===== src/rtl/fetch_queue.sv =====
// fetch_queue: FIFO between fetch and decode. Each accepted instruction is
// tagged with a free-running major ID and leaves through a registered output
// stage that decode can stall. Flush empties the queue and the output stage
// but keeps the major-ID counter running.
// Optional feature: define FETCH_QUEUE_BYPASS_EN to let a push into an empty,
// unstalled queue load the output stage directly (one-edge latency).
module fetch_queue #(
  parameter int addressWidth            = 64,
  parameter int instructionWidth        = 32,
  parameter int PidSize                 = 20,
  parameter int TidSize                 = 16,
  parameter int instructionCounterWidth = 64,
  parameter int queueDepth              = 8
) (
  input  logic                               clock_i,
  input  logic                               reset_i,
  input  logic                               enable_i,
  input  logic [instructionWidth-1:0]        instruction_i,
  input  logic [addressWidth-1:0]            instructionAddress_i,
  input  logic                               is64Bit_i,
  input  logic [PidSize-1:0]                 instructionPid_i,
  input  logic [TidSize-1:0]                 instructionTid_i,
  input  logic                               flush_i,
  input  logic                               stall_i,
  output logic                               full_o,
  output logic                               empty_o,
  output logic [$clog2(queueDepth):0]        count_o,
  output logic                               enable_o,
  output logic [instructionWidth-1:0]        instruction_o,
  output logic [addressWidth-1:0]            instructionAddress_o,
  output logic                               is64Bit_o,
  output logic [PidSize-1:0]                 instructionPid_o,
  output logic [TidSize-1:0]                 instructionTid_o,
  output logic [instructionCounterWidth-1:0] instructionMajId_o
);

  localparam int PtrW = $clog2(queueDepth);
  localparam int CntW = PtrW + 1;

  typedef struct packed {
    logic [instructionWidth-1:0]        instr;
    logic [addressWidth-1:0]            addr;
    logic                               is64;
    logic [PidSize-1:0]                 pid;
    logic [TidSize-1:0]                 tid;
    logic [instructionCounterWidth-1:0] maj_id;
  } entry_t;

  entry_t                             mem_q [queueDepth];
  logic [PtrW-1:0]                    head_q, head_d;
  logic [PtrW-1:0]                    tail_q, tail_d;
  logic [CntW-1:0]                    count_q, count_d;
  logic [instructionCounterWidth-1:0] maj_id_q, maj_id_d;
  logic                               out_valid_q, out_valid_d;
  entry_t                             out_q, out_d;

  logic   full, empty, push_ok, bypass, store, pop;
  entry_t new_entry;

  // Flags come from the registered count only, so they never depend on inputs.
  assign full  = (count_q == CntW'(queueDepth));
  assign empty = (count_q == '0);

  // Next-state logic for pointers, occupancy, major-ID counter and output stage.
  always_comb begin
    // NOTE: every signal gets a default before any branch; a path that leaves
    // one unassigned would infer a latch.
    head_d      = head_q;
    tail_d      = tail_q;
    count_d     = count_q;
    maj_id_d    = maj_id_q;
    out_valid_d = out_valid_q;
    out_d       = out_q;

    new_entry = '{instr:  instruction_i,
                  addr:   instructionAddress_i,
                  is64:   is64Bit_i,
                  pid:    instructionPid_i,
                  tid:    instructionTid_i,
                  maj_id: maj_id_q};

    // A full queue refuses the push even when a pop frees a slot this cycle.
    push_ok = enable_i & ~full & ~flush_i;
`ifdef FETCH_QUEUE_BYPASS_EN
    bypass  = push_ok & empty & ~stall_i;
`else
    bypass  = 1'b0;
`endif
    store   = push_ok & ~bypass;
    pop     = ~empty & ~stall_i & ~flush_i;

    // Bypassed entries still consume an ID, exactly like stored ones.
    if (push_ok) maj_id_d = maj_id_q + instructionCounterWidth'(1);

    if (flush_i) begin
      // Flush wins over stall: queue and output stage both empty.
      head_d      = '0;
      tail_d      = '0;
      count_d     = '0;
      out_valid_d = 1'b0;
    end else begin
      if (store) tail_d = tail_q + PtrW'(1);
      if (pop)   head_d = head_q + PtrW'(1);
      count_d = count_q + CntW'(store) - CntW'(pop);
      if (!stall_i) begin
        out_valid_d = pop | bypass;
        if (pop)         out_d = mem_q[head_q];
        else if (bypass) out_d = new_entry;
      end
    end
  end

  // Control and output registers with synchronous reset.
  always_ff @(posedge clock_i) begin
    // NOTE: state registers use non-blocking assignment so every flop samples
    // pre-edge values regardless of statement order.
    if (reset_i) begin
      head_q      <= '0;
      tail_q      <= '0;
      count_q     <= '0;
      maj_id_q    <= '0;
      out_valid_q <= 1'b0;
      out_q       <= '0;
    end else begin
      head_q      <= head_d;
      tail_q      <= tail_d;
      count_q     <= count_d;
      maj_id_q    <= maj_id_d;
      out_valid_q <= out_valid_d;
      out_q       <= out_d;
    end
  end

  // Entry storage written at the tail.
  // NOTE: the storage array has no reset; count and pointers define which
  // slots are live, so stale contents are never observed.
  always_ff @(posedge clock_i) begin
    if (!reset_i && store) mem_q[tail_q] <= new_entry;
  end

  assign full_o               = full;
  assign empty_o              = empty;
  assign count_o              = count_q;
  assign enable_o             = out_valid_q;
  assign instruction_o        = out_q.instr;
  assign instructionAddress_o = out_q.addr;
  assign is64Bit_o            = out_q.is64;
  assign instructionPid_o     = out_q.pid;
  assign instructionTid_o     = out_q.tid;
  assign instructionMajId_o   = out_q.maj_id;

endmodule


===== config.mk =====
export PLATFORM = sky130hd
export DESIGN_NAME = fetch_queue
export DESIGN_NICKNAME = d
export VERILOG_FILES = /design/src/rtl/fetch_queue.sv
export SDC_FILE = /design/constraint.sdc
export NUM_CORES = 2
export LEC_CHECK = 0
export BUFFER_PORTS_ARGS = -buffer_cell sky130_fd_sc_hd__buf_2
export CAP_MARGIN = 10
export CORE_MARGIN = 1.5
export CORE_UTILIZATION = 30
export DETAILED_ROUTE_END_ITERATION = 10
export PLACE_DENSITY = 0.57
export SYNTH_ARGS = -nofsm -noshare
export SYNTH_HDL_FRONTEND = slang
export SYNTH_SLANG_ARGS = --single-unit

===== constraint.sdc =====
create_clock -name clock_i -period 56.6 [get_ports clock_i]
set_clock_uncertainty 0.1 [all_clocks]
set_input_delay 8.49 -clock clock_i [delete_from_list [all_inputs] [get_ports clock_i]]
set_output_delay 8.49 -clock clock_i [all_outputs]
set_load 0.05 [all_outputs]

==> metrics <==
top_reg_cell synth=edfxtp_1; Antenna Nets Post-Route=0; synth warn=0; final hold vios=0; Cells after Synth=3378; post_cts resized=0; share of cells above drive strength 1=28.0%; PD cells=35.2 nW/µm²; initial antenna violation count=52; outcome=finished, final reports clean; GRT Util Overall=13.1%; Startpoint Class=input port; EDFF count, synth=1576; vias in the first global route=33668; Hold Buf Count CTS=0; CTS buffer count=194; cell accounting for the most synthesized area=edfxtp_1; Rel. slew slack=25.6%; most frequent cells in the layout=edfxtp_1, mux4_2, buf_2, dfxtp_1, nor2_1; synth top area cells=edfxtp_1, mux4_2, dfxtp_1, mux2i_1, a211oi_1; WP data arrival=11.97 ns; Post-Syn Area=68800 µm²; later-pin clock latency in the skew report=0.82 ns; post-synth cell types=50; Routability Congestion=0.704; FF-to-FF path depth=6; min-delay worst type=flip-flop to flip-flop; Setup TNS=0 ns; final WL=154000 µm; WL/cell=22.1 µm; Leak=25.4 nW; Post-CTS Setup Inserts=0; Clock Root Buffer=clkbuf_16; Cell Rows=175; FFs w/ async S/R, synth=0%; Area Overhead vs Synth=17.0%; largest net degree at the start of global routing=158; CTS sink count=1848; worst slew pin tran=1.12 ns; Buf/Inv on CP=4; Crit. End Element=flip-flop; hold path startpoint=instructionMajId_o[18]; drt first pass iters=8; slowest library cell on the worst path=buf_4; sequential share of the synthesized area=76.7%; r2r endpoint=instructionMajId_o[3]; area of the core=228000 µm²; Avg Inst Size Synth=20.4 µm²; fillers=21155; DIE AREA=232000 µm²; Worst path most repeated cell=buf_4; Starting Density=30.2%; CP delay by family, top=buffers and inverters; grt total ovfl=0; Synth top area share=68.8%; max-cap viol count=0; peak supply drop=0.0000272 V; Ports=342; H-tree depth=4; CTS clk-pin slew, worst paths=0.06 ns; min cycle time layout=11.66 ns; hold depth=2; CP peak stage delay=0.83 ns; CTS tree=done; CP Max Fanout=58; NumNets Final=3917; Setup CP Type=input port to flip-flop; worst-path cell chain=buf_8 > nor2_1 > nand4_1 > nor3_2 > buf_4 > buf_4 > buf_4; routed vias/inst=4.76; Worst EP required=56.91 ns; Slew Limit Fails=0; Longest Clk Path Bufs=3; DRT iter0 DRCs=2402; Port Buf Inserts=341; Hold Path Sink=instructionMajId_o[18]; WHS=0.394 ns; #FFs+latches synth=1848; achievable frequency=85.8 MHz; DRC Markers=0; RR Startpoint=head_q[0]; most common cell after layout, fill and taps aside=edfxtp_1; die height=482 µm; die width=482 µm; Syn Nets=3525; HPWL after DPL=85300 µm; period utilization=20.6%; final setup violation count=0; vias post-DR=33080; r2r setup slk=51.53 ns; first-pass GRT wire length=227000 µm; RSZ-0062 raised after global routing=false
==> flip-flops by register name (all words and copies together), names as in the netlist <==
signal / count
mem_q: 1576
instructionAddress_o: 64
instructionMajId_o: 64
maj_id_q: 64
instruction_o: 32
instructionPid_o: 20
instructionTid_o: 16
count_o: 4
head_q: 3
tail_q: 3
enable_o: 1
is64Bit_o: 1
==> how the worst max path moves through the flow <==
| stage | depth (start not counted) | endpoint | from |
|---|---|---|---|
| after floorplan | 4 | mem_q[0][0] | flush_i |
| after CTS | 7 | mem_q[1][141] | reset_i |
| after global placement | 7 | mem_q[1][76] | reset_i |
| after detailed placement | 7 | mem_q[1][140] | reset_i |
| after global routing | 7 | mem_q[1][141] | reset_i |
| final | 7 | mem_q[1][141] | reset_i |
==> power by group <==
| part | internal [mW] | total [mW] | switching [mW] | leakage (nW) |
|---|---|---|---|---|
| clock | 0.741 | 1.27 | 0.526 | 3.15 |
| sequential | 1.48 | 1.49 | 0.00532 | 17.2 |
| combinational | 0.0245 | 0.0826 | 0.0581 | 5.03 |
| total | 2.25 | 2.84 | 0.589 | 25.4 |
==> cell families (layout without fill, tap and decap cells) <==
logic type,after synthesis,count (layout),synth area share (%)
XOR/XNOR,39,39,0.497
AND/OR/NAND/NOR,418,418,2.87
flip-flops,1848,1848,76.7
adder cells (fa/ha/maj),9,9,0.175
AO/OA/AOI/OAI,266,266,2.74
other,0,6,0
multiplexers,591,591,15.8
buffers and inverters,207,770,1.26
==> layer usage <==
metal | up-vias | part of all wire (%) | track usage, %
li1 | 14691 | - | -
met1 | 17226 | 44 | 17.4
met2 | 795 | 47 | 20.7
met3 | 296 | 7.2 | 4.25
met4 | 72 | 2.0 | 3.43
met5 | - | 0.30 | 0
==> synth_stat cells (18+ instances only) <==
cell      count
mux4_2      394
buf_1        23
nand3_1      22
nor2_1      248
xor2_1       18
edfxtp_1   1576
xnor2_1      21
nand4_1      21
o31ai_1      19
or4_1        20
clkbuf_1    124
buf_2        44
a211oi_1    197
dfxtp_1     272
mux2i_1     197
nand2_1      35
a21oi_1      35
==> stage by stage <==
stage	utilization (%)	instance area, µm²	worst slack [ns]	power (mW)	instances
2_1_floorplan	-	68800	32.90	1.57	3378
3_3_place_gp	32.5	74000	44.14	1.60	6583
3_5_place_dp	32.5	74000	44.10	1.60	6583
4_1_cts	35.3	80500	44.94	2.87	6950
5_1_grt	35.3	80500	44.80	2.93	6953
6_report	35.3	80500	44.94	2.84	6956
==> worst min-delay path, delay by kind of cell (launching register included) <==
kind / cells / cell delay [ns]
AO/OA/AOI/OAI: 1 / 0.05
flip-flops: 1 / 0.31
AND/OR/NAND/NOR: 1 / 0.09
==> final cells by class <==
| type | instances | area [µm²] | area share, % |
|---|---|---|---|
| Multi-Input combinational cell | 1323 | 15200 | 18.9 |
| Antenna cell | 6 | 15.0 | 0.0187 |
| Timing Repair Buffer | 392 | 2240 | 2.78 |
| Inverter | 11 | 41.3 | 0.0513 |
| Tap cell | 3009 | 3760 | 4.68 |
| Clock buffer | 271 | 5500 | 6.84 |
| Sequential cell | 1848 | 52800 | 65.6 |
| Clock inverter | 96 | 927 | 1.15 |
Note: power is estimated with default switching activity, not from simulation.
